===== config.mk =====
export PLATFORM = sky130hd
export DESIGN_NAME = uart_gen_pulse_flat
export DESIGN_NICKNAME = d
export VERILOG_FILES = /design/src/rtl/uart_gen_pulse_pkg.sv /design/src/rtl/uart_gen_pulse_if.sv /design/src/rtl/uart_gen_pulse.sv /design/src/flat_wrapper.sv
export SDC_FILE = /design/constraint.sdc
export NUM_CORES = 1
export LEC_CHECK = 0
export CORE_MARGIN = 3
export CORE_UTILIZATION = 35
export DETAILED_ROUTE_END_ITERATION = 10
export PLACE_DENSITY = 0.65
export SKIP_LAST_GASP = 1
export SYNTH_ARGS = -nofsm -noshare
export SYNTH_HDL_FRONTEND = slang
export SYNTH_SLANG_ARGS = --single-unit

===== constraint.sdc =====
create_clock -name clk -period 1.8 [get_ports clk]
set_input_delay 0.18 -clock clk [delete_from_list [all_inputs] [get_ports clk]]
set_output_delay 0.18 -clock clk [all_outputs]
set_load 0.01 [all_outputs]

===== src/rtl/uart_gen_pulse_pkg.sv =====
// Shared UART constants: system clock, line rate and the derived baud divisor
// used as the default period by uart_gen_pulse and uart_send.
package uart_gen_pulse_pkg;

  localparam int unsigned UART_CLK_FREQ   = 32'd100_000_000;
  localparam int unsigned UART_BAUD       = 32'd115_200;
  // Rounded to nearest: (F + B/2) / B
  localparam int unsigned UART_BAUD_DIV   = (UART_CLK_FREQ + (UART_BAUD / 32'd2)) / UART_BAUD;
  localparam int unsigned GEN_PULSE_WIDTH = 32'd10;

endpackage


===== src/rtl/uart_gen_pulse_if.sv =====
// Output bundle of the baud tick generator: strobe, debug square wave and live count.
interface uart_gen_pulse_if #(
  parameter int unsigned WIDTH = 32'd10
);

  logic             pulse;
  logic             test;
  logic [WIDTH-1:0] counter;

  modport master (output pulse, output test, output counter);
  modport slave  (input  pulse, input  test, input  counter);

endinterface


===== src/rtl/uart_gen_pulse.sv =====
// Baud tick generator: free-running modulo-DIVISOR counter with a registered
// one-cycle strobe at each wrap and a debug flop that toggles on every strobe.
module uart_gen_pulse
  import uart_gen_pulse_pkg::*;
#(
  parameter int unsigned DIVISOR = UART_BAUD_DIV,
  parameter int unsigned WIDTH   = GEN_PULSE_WIDTH
) (
  input  logic             clk,
  input  logic             rst,
  uart_gen_pulse_if.master pulse_if
);

  if ((DIVISOR < 32'd2) || (64'(DIVISOR) > (64'd1 << WIDTH))) begin : g_bad_divisor
    $fatal(1, "uart_gen_pulse: DIVISOR must lie in 2 .. 2**WIDTH");
  end

  localparam logic [WIDTH-1:0] TERM_COUNT = WIDTH'(DIVISOR - 32'd1);

  logic [WIDTH-1:0] counter_q, counter_d;
  logic             pulse_q, pulse_d;
  logic             test_q, test_d;

  // Next-state: wrap and strobe at terminal count, otherwise count up.
  always_comb begin
    counter_d = counter_q;
    pulse_d   = 1'b0;
    test_d    = test_q;
    if (counter_q == TERM_COUNT) begin
      counter_d = '0;
      pulse_d   = 1'b1;
      test_d    = ~test_q;
    end else begin
      counter_d = counter_q + WIDTH'(1'b1);
      pulse_d   = 1'b0;
      test_d    = test_q;
    end
  end

  // State flops; reset clears everything so a mid-period reset drops the partial period.
  always_ff @(posedge clk or negedge rst) begin
    if (!rst) begin
      counter_q <= '0;
      pulse_q   <= 1'b0;
      test_q    <= 1'b0;
    end else begin
      counter_q <= counter_d;
      pulse_q   <= pulse_d;
      test_q    <= test_d;
    end
  end

  assign pulse_if.counter = counter_q;
  assign pulse_if.pulse   = pulse_q;
  assign pulse_if.test    = test_q;

endmodule


===== src/flat_wrapper.sv =====
// flat-port wrapper written by rule: the top's interface ports become plain ports
module uart_gen_pulse_flat import uart_gen_pulse_pkg::*;
#(
  parameter int unsigned DIVISOR = UART_BAUD_DIV,
  parameter int unsigned WIDTH   = GEN_PULSE_WIDTH
)
  (clk, rst, pulse_if_pulse, pulse_if_test, pulse_if_counter);
  uart_gen_pulse_if #(.WIDTH(WIDTH)) pulse_if_i ();
  input  logic clk;
  input  logic rst;
  output wire logic [$bits(pulse_if_i.pulse)-1:0] pulse_if_pulse;
  output wire logic [$bits(pulse_if_i.test)-1:0] pulse_if_test;
  output wire logic [$bits(pulse_if_i.counter)-1:0] pulse_if_counter;
  assign pulse_if_pulse = pulse_if_i.pulse;
  assign pulse_if_test = pulse_if_i.test;
  assign pulse_if_counter = pulse_if_i.counter;
  uart_gen_pulse #(.DIVISOR(DIVISOR), .WIDTH(WIDTH)) u_core (.clk(clk), .rst(rst), .pulse_if(pulse_if_i));
endmodule

==> flow_metrics.tcl <==
set metrics [dict create \
    status "complete, no violations" \
    firstDrtPassIters 4 \
    clkTransAtPathRegs_ns 0.07 \
    route.detailed.drc 0 \
    relSlewSlack_pct 65.8 \
    setup_tns_ns 0 \
    critPathKind "register to register" \
    place_congestion 0.734 \
    grt_pass1_vias 430 \
    synth_top_area_cell "dfrtp_1" \
    grtUsageMet1_pct 17.6 \
    cts-buffers-inserted 3 \
    cts_resized 0 \
    h-tree-depth 1 \
    final_cells 82 \
    max_freq_mhz 631 \
    n_antenna_cell 0 \
    use_met3_pct 6.32 \
    layout_commonest_cell "clkdlybuf4s50_1" \
    ant_nets 0 \
    synth.top_cell.area_share_pct 53.7 \
    tightest_slew_ns 0.511 \
    worstSetupStartpointType "register" \
    final_cell_mix "clkdlybuf4s50_1 (13), dfrtp_1 (12), nand3_1 (4), xnor2_1 (4)" \
    crit_fanout 5 \
    syn_area_per_cell_um2 11.2 \
    yosysWarnings 0 \
    syn_nets 53 \
    clkLatencyLatePin_ns 0.27 \
    yosysUniqueCellTypes 22 \
    drt_iter0_drc 7 \
    rsz0062_at_grt "false" \
    die_w_um 46.0 \
    maxSlewViolCount 0 \
    use_met2_pct 20.9 \
    initial_core_util_pct 40.0 \
    power_switching_uw 95.9 \
    portBuffers 13 \
    maxCapViolations 0 \
    arrival_ns 1.72 \
    syn_to_final_growth_pct 33.1 \
    drive_gt1_share_pct 8.96 \
    synth-seq-cells 12 \
    vdd_drop_max_mv 0.474 \
    finalCritPeriodShare_pct 88.0 \
    via_count 443 \
    hold_path.class "primary input to asynchronous set/reset pin" \
    antenna_found_initial 0 \
    internal_power_uw 394 \
    setup_violations 0 \
    pin_count 14 \
    routedWlPerCell_um 13.9 \
    seq_area_frac_synth_pct 53.7 \
    cts-root-buf "clkbuf_4" \
    grt.total_usage_pct 13.7 \
    avgViaCountPerCell 5.40 \
    postCtsSetupBuffers 0 \
    syn_area_um2 559 \
    synth_top_cells_by_area "dfrtp_1 (54%), xnor2_1 (6.3%), nand3_1 (3.6%), nor3b_4 (3.4%), o311ai_0 (3.1%)" \
    num_rows 13 \
    r2r_slack_ns 0.22 \
    skew_ns 0.00105 \
    dp_cells 78 \
    grt_overflow 0 \
    hold_viol 0 \
    core_um2 1400 \
    endpoint_kind "register" \
    grt_max_degree 13 \
    syn_inst 50 \
    required_ns 1.94 \
    p_comb_share_pct 1.4 \
    p_per_area_nw_per_um2 658 \
    cts_buffer_depth 2 \
    grt_pass1_wl_mm 2.02 \
    fp.dieH_um 46.0 \
    top_usage_layer "met2" \
    place_hpwl_um 841 \
    nNetsFinal 71 \
    clkPwrFrac_pct 43.7 \
    min_period_ns 1.58 \
    place_area_um2 708 \
    stdcell_area_um2 744 \
    finalWirelength_mm 1.14 \
    clock_sinks 12 \
    worst_hold_slack_ns 0.241 \
    p_leak_nw 0.314 \
    cts_tree "built" \
    power_frac_seq_pct 54.9 \
    ctsHoldBuffers 0 \
    p_sw_share_pct 19.6 \
    die_area_um2 2110 \
]
[metal layers]
layer / part of all wire [%] / wire length, um
met1: 46 / 526
met2: 46 / 524
met3: 6.4 / 73
met4: 1.5 / 17
met5: 0 / 0
[final cells by class]
type | count | area (um2)
sequential | 12 | 300
timing repair buffer | 13 | 130
multi-input combinational | 35 | 248
tap | 15 | 18.8
fill | 124 | 654
clock buffer | 4 | 36.3
inverter | 3 | 11.3
[power groups by stage]
stage | clock [mW] | combinational [mW] | sequential, mW
6_report | 0.214 | 0.00668 | 0.269
5_1_grt | 0.234 | 0.00791 | 0.269
4_1_cts | 0.220 | 0.00743 | 0.269
3_5_place_dp | 0 | 0.00736 | 0.275
3_3_place_gp | 0 | 0.00742 | 0.275
2_1_floorplan | 0 | 0.0000000925 | 0.275
[sequential cells by signal, indices dropped and copies added (netlist names)]
| register | count |
|---|---|
| u_core.pulse_if.test | 1 |
| u_core.pulse_if.pulse | 1 |
| u_core.pulse_if.counter | 10 |
[final timing paths]
| check | startpoint | end | cells past startpoint |
|---|---|---|---|
| worst max register to register | u_core.pulse_if.counter[0]$_DFF_PN0_ | u_core.pulse_if.counter[9]$_DFF_PN0_ | 4 |
| worst min register to register | u_core.pulse_if.test$_DFFE_PN0N_ | u_core.pulse_if.test$_DFFE_PN0N_ | 1 |
| min in group clk | u_core.pulse_if.test$_DFFE_PN0N_ | u_core.pulse_if.test$_DFFE_PN0N_ | 1 |
| max in group asynchronous | rst | u_core.pulse_if.counter[4]$_DFF_PN0_ | 1 |
| worst max-delay path | u_core.pulse_if.counter[0]$_DFF_PN0_ | u_core.pulse_if.counter[9]$_DFF_PN0_ | 4 |
| worst min-delay path | rst | u_core.pulse_if.counter[8]$_DFF_PN0_ | 1 |
[cell families (layout without fill, tap and decap cells)]
| logic type | Yosys count | after routing | synth area share [%] |
|---|---|---|---|
| AO/OA/AOI/OAI | 9 | 9 | 10.5 |
| XOR/XNOR | 5 | 5 | 7.83 |
| adder cells (fa/ha/maj) | 1 | 1 | 2.24 |
| buffers and inverters | 3 | 20 | 2.01 |
| flip-flops | 12 | 12 | 53.7 |
| AND/OR/NAND/NOR | 20 | 20 | 23.7 |
[per-stage QoR]
step	utilization (%)	total power [mW]	setup slack, ns
final	53.2	0.490	0.216
after global routing	53.2	0.511	0.0825
after CTS	53.2	0.496	0.228
after detailed placement	50.6	0.282	0.240
after global placement	50.6	0.282	0.265
after floorplan	-	0.275	0.372
[worst max-delay path, stage by stage (launching register included)]
cell and delay, ns:
dfrtp_1 0.43, ha_1 0.27, nand4b_1 0.21, o311ai_0 0.37
o2111ai_1 0.16
[cell usage after synthesis, drive strengths merged]
master and n:
or3 2, o311ai 2, inv 3, xnor2 4, nor2b 2, a21oi 2
nor2 2, o21ai 3, or3b 1, dfrtp 12, nand4 1, nand3 4
nand3b 1, o211ai 1, nor3 1, nand4b 1, nor3b 1, ha 1
o2111ai 1, or4 2, xor2 1, nand2 2
Note: power is estimated with default switching activity, not from simulation.
==> RTL change 1: new RTL, same flow settings <==
The package constant `GEN_PULSE_WIDTH` goes from 32'd10 to 32'd11.
--- a/src/rtl/uart_gen_pulse_pkg.sv
+++ b/src/rtl/uart_gen_pulse_pkg.sv
@@ -6,7 +6,7 @@
   localparam int unsigned UART_BAUD       = 32'd115_200;
   // Rounded to nearest: (F + B/2) / B
   localparam int unsigned UART_BAUD_DIV   = (UART_CLK_FREQ + (UART_BAUD / 32'd2)) / UART_BAUD;
-  localparam int unsigned GEN_PULSE_WIDTH = 32'd10;
+  localparam int unsigned GEN_PULSE_WIDTH = 32'd11;
 
 endpackage
 
Interface: changed (resized pulse_if_counter); port bits go from 14 to 15. No check against the original RTL was run, so the function may have changed too.
==> RTL change 1 against the unedited design <==
- sequential cell count increased by 1
- final area up 11%
- fmax shrank 8.1%
- non-clock buffer count rose by 9
- worst setup slack worse by 0.14 ns
- highest routed layer unchanged
- synthesized area grew 3.8%
- sequential power up 8.6%
- combinational power grew 8.5%
- power shrank 0.90%
- utilization increased by 0.43 points
- global-route usage increased by 0.66 points
- largest power group unchanged
- routed wire length increased by 4.6%
==> RTL change 1: results (changes against the unedited design) <==
Placed design
  – Pre-CTS WS: 0.1300 ns (-0.1099 ns)
  – HPWL after detailed placement: 865.7 microns (+2.9%)
  – Number of I/O port buffers: 14 (+1)
  – Post-DP Area: 785.8 sq um (+11%)
  – RePlAce Congestion: 0.8317 (+13%)

Synthesis
  – Yosys warns: 0 (unchanged)
  – Synth Net Count: 54 (+1.9%)
  – Top cells by count, synth: dfrtp_1 (13), a21oi_1 (4), nand3_1 (4)
  – Main synth FF type: dfrtp_1
  – FFs w/ async S/R, synth: 100.0% (unchanged)
  – Post-synthesis mux area share: 0% (unchanged)
  – Xor/xnor share of the synthesized area: 9.052% (+1.2 points)
  – Post-synthesis sequential area ratio: 56.03% (+2.3 points)
  – Synth Area in Adders: 2.155% (-0.082 points)
  – Synth area leaders: dfrtp_1 (56%), xnor2_1 (4.5%), xor2_1 (4.5%)
  – Post-synthesis compound-gate area fraction: 7.328% (-3.2 points)
  – Library cells used by synthesis: 20 (-9.1%)

Clocking
  – Worst-Skew Late Latency: 0.29 ns (+0.02 ns)
  – Num CTS Buffers: 3 (unchanged)
  – Root buffer cell: clkbuf_4
  – H-tree levels: 1 (unchanged)
  – Reg clk slew, reported paths: ~0.080 ns
  – Clock Path Buffers: 2 (unchanged)
  – Setup bufs post-CTS: 0 (unchanged)
  – Post-CTS Resized: 0 (unchanged)

Worst setup path
  – Critical path launch point: u_core.pulse_if.counter[0]$_DFF_PN0_
  – Worst setup path end: u_core.pulse_if.counter[2]$_DFF_PN0_
  – R2R cell count: 6 (+2)
  – Worst-path fanout max: 6 (+1)
  – FF-to-FF setup slack: 0.08 ns (-0.14 ns)
  – Worst EP arrival: 1.91 ns (+0.19 ns)

Route
  – DRT Wirelength: 1193 microns (+4.6%)
  – First DRT Iteration DRCs: 4 (-3)
  – DRT Pass-1 Iters: 4 (unchanged)
  – Vias per inst: 5.247 (-2.9%)
  – DRC: 0 (unchanged)

Worst hold path
  – Worst min path class: input port to asynchronous set/reset pin

Power
  – VDD IR max: 0.3612 mV (-24%)
  – Leak: 0.3726 nW (+19%)

STA
  – Post-Route Skew: 0.001834 ns (+0.0007800 ns)
  – Maximum operating frequency: 0.5804 GHz (-8.1%)
  – WHS: 0.2527 ns (+0.01137 ns)
  – Fin. max-slew vios: 0 (unchanged)
  – Worst slew margin: 61.80% (-4.0 points)

Final layout
  – NumNets Final: 81 (+14%)
  – ANT cells: 0 (unchanged)
  – Fraction of layout cells with a size suffix above 1: 19.48% (+11 points)
  – Fillcell total: 141 (+14%)
  – Max reg flops: 11 (+1)

Global route
  – Number of global-route vias before repair: 451 (+4.9%)
  – Largest net degree at the start of global routing: 14 (+1)
  – First-pass GRT wire length: 2083 microns (+3.1%)
  – Global Route Usage Sum: 14.40% (+0.66 points)
  – Initial antenna violation count: 0 (unchanged)

Outcome
  – Outcome: completed
## RTL change 1: through the flow
stage	utilization, %	TNS [ns]	instances
floorplan	-	-0.08301	51
global placement	50.97	0	87
detailed placement	50.97	0	87
CTS	52.68	0	91
global route	53.65	-0.05084	93
finish	53.65	0	93
## RTL change 1: routing by layer
metal | vias to the layer above | GRT usage [%] | part of all wire [%]
met4 | 0 | 9.945 | 3.3
met1 | 224 | 19.71 | 47
met5 | - | 0 | 0
met2 | 21 | 17.86 | 43
li1 | 238 | - | -
met3 | 5 | 6.250 | 6.9
## RTL change 1: area by class of cell
| class | instances | share of cell area (%) |
|---|---|---|
| inverters | 1 | 0.4539 |
| clock buffers | 4 | 3.177 |
| multi-input cells | 37 | 30.41 |
| well taps | 16 | 2.421 |
| repair buffers | 22 | 24.21 |
| flip-flops and latches | 13 | 39.33 |
## RTL change 1: where the power goes
part / switching [W] / internal (W) / total [W]
logic: 0.00000535 / 0.00000190 / 0.00000725
registers: 0 / 0.000292 / 0.000292
clock network: 0.000100 / 0.0000864 / 0.000187
total: 0.000106 / 0.000380 / 0.000486
## RTL change 1: kinds of logic after synthesis
group                      after synthesis
AOI/OAI and AO/OA                        8
xor gates and xnor gates                 6
adders and majority gates                1
buffers and inverters                    1
DFF                                     13
and+or+nand+nor                         22
## RTL change 1: critical path, cell delays in order, from the launching register on
cell     delay (ns)
dfrtp_1        0.36
ha_1           0.16
or4b_4         0.48
nor4_4         0.27
buf_4          0.20
buf_4          0.11
nor2_1         0.03
==> RTL change 2: new RTL, same settings <==
Made on the original files. Make the reset (`rst`) synchronous in one clocked block.
--- a/src/rtl/uart_gen_pulse.sv
+++ b/src/rtl/uart_gen_pulse.sv
@@ -38,7 +38,7 @@
   end
 
   // State flops; reset clears everything so a mid-period reset drops the partial period.
-  always_ff @(posedge clk or negedge rst) begin
+  always_ff @(posedge clk) begin
     if (!rst) begin
       counter_q <= '0;
       pulse_q   <= 1'b0;
Formal check against the unedited RTL: differs if rst is asserted again (counterexample within 4 cycles, from zero or initial values and one cycle with rst low); with rst held inactive, the same outputs for 10 cycles.
==> RTL change 2 against the unedited design <==
- synthesized area down 4.7%
- critical path depth down 3
- worst setup slack better by 0.058 ns
- sequential cell count unchanged
- routed wire length down 6.7%
- highest routed layer unchanged
- hold slack better by 0.23 ns
- final area down 5.4%
- clock skew up 0.0039 ns
Power is not compared: it rests on default switching activity, and its combinational part moved more than twofold at a synthesized area within 25%.
==> RTL change 2: results (changes against the unedited design) <==
Worst setup path
  – Largest delay share family, worst path: buffers and inverters
  – Worst R2R Start: u_core.pulse_if.counter[0]$_SDFF_PP0_
  – Slowest stage delay, CP: 0.59 ns (+0.16 ns)
  – Worst EP arrival: 1.35 ns (-0.37 ns)
  – Crit Reg-Reg Endpoint: u_core.pulse_if.counter[8]$_SDFF_PP0_
  – Critical path launch point: u_core.pulse_if.counter[2]$_SDFF_PP0_
  – FF-to-FF setup slack: 0.47 ns (+0.25 ns)
  – CP max stage cell: clkdlybuf4s50_1
  – R2R cell count: 5 (+1)
  – Worst setup path end: pulse_if_counter[2]
  – Worst-path fanout max: 6 (+1)

Global route
  – Grt met3 use: 5.179% (-1.1 points)
  – Global Route Usage Sum: 12.55% (-1.2 points)
  – Met1 GRT Util: 14.22% (-3.4 points)
  – First-pass GRT wire length: 1780 microns (-12%)
  – Number of global-route vias before repair: 433 (+0.70%)
  – Met2 usage: 19.77% (-1.1 points)
  – Largest net degree at the start of global routing: 8 (-5)

Placed design
  – HPWL after detailed placement: 794.9 microns (-5.5%)
  – Number of I/O port buffers: 13 (unchanged)
  – RePlAce Congestion: 0.6738 (-8.2%)
  – Post-DP Area: 681.9 sq um (-3.7%)

Worst hold path
  – Worst hold path stage count: 1
  – Worst min path class: flip-flop to flip-flop
  – Worst Hold End: u_core.pulse_if.counter[0]$_SDFF_PP0_

Route
  – Uppermost layer routed: met4
  – DRT Wirelength: 1064 microns (-6.7%)
  – Met1 wire length: 488 microns (-7.2%)
  – DRT Pass-1 Iters: 3 (-1)
  – First DRT Iteration DRCs: 1 (-6)
  – WL met2: 496 microns (-5.3%)
  – Vias: 453 (+2.3%)
  – Met3 wire len: 63 microns (-14%)

STA
  – Post-Route Skew: 0.004960 ns (+0.003906 ns)
  – Worst slew margin: 76.63% (+11 points)

Outcome
  – Outcome: completed

Clocking
  – Root buffer cell: clkbuf_4

Synthesis
  – Post-synthesis sequential area ratio: 45.07% (-8.6 points)
  – Main synth FF type: dfxtp_1
  – Top cells by count, synth: dfxtp_1 (12), nor2_1 (10), nand3_1 (5)
  – FFs w/ async S/R, synth: 0% (-100 points)
  – Yosys warns: 0 (unchanged)
  – Synth Net Count: 61 (+15%)
  – Synth area leaders: dfxtp_1 (45%), nor2_1 (7.0%), xnor2_1 (4.9%)

Final layout
  – Fraction of layout cells with a size suffix above 1: 9.459% (+0.50 points)
  – NumNets Final: 79 (+11%)
  – Fillcell total: 150 (+21%)
  – FF/Latch Area: 240.2 sq um (-20%)

Power
  – VDD IR max: between 0.4 and 0.5 mV
## RTL change 2: through the flow
step / std cells / setup slack, ns / hold WS, ns
2_1_floorplan: 58 / 0.5288 / 0.3474
3_3_place_gp: 86 / 0.4715 / 0.4681
3_5_place_dp: 86 / 0.4637 / 0.4489
4_1_cts: 89 / 0.2583 / 0.4748
5_1_grt: 89 / 0.2287 / 0.5038
6_report: 89 / 0.2744 / 0.4704
## RTL change 2: final cells by class
class	instances	area share, %
Multi-Input combinational cell	44	40.50
Sequential cell	12	34.10
Clock buffer	3	3.197
Timing Repair Buffer	13	18.47
Tap cell	15	2.664
Inverter	2	1.066
## RTL change 2: cells by family (layout without fill, tap and decap cells)
family,count (synthesis),count (layout),synth area share (%)
adder cells (fa/ha/maj),1,1,2.347
XOR/XNOR,6,6,9.861
AND/OR/NAND/NOR,28,28,31.69
buffers and inverters,2,18,1.409
AO/OA/AOI/OAI,9,9,9.626
flip-flops,12,12,45.07
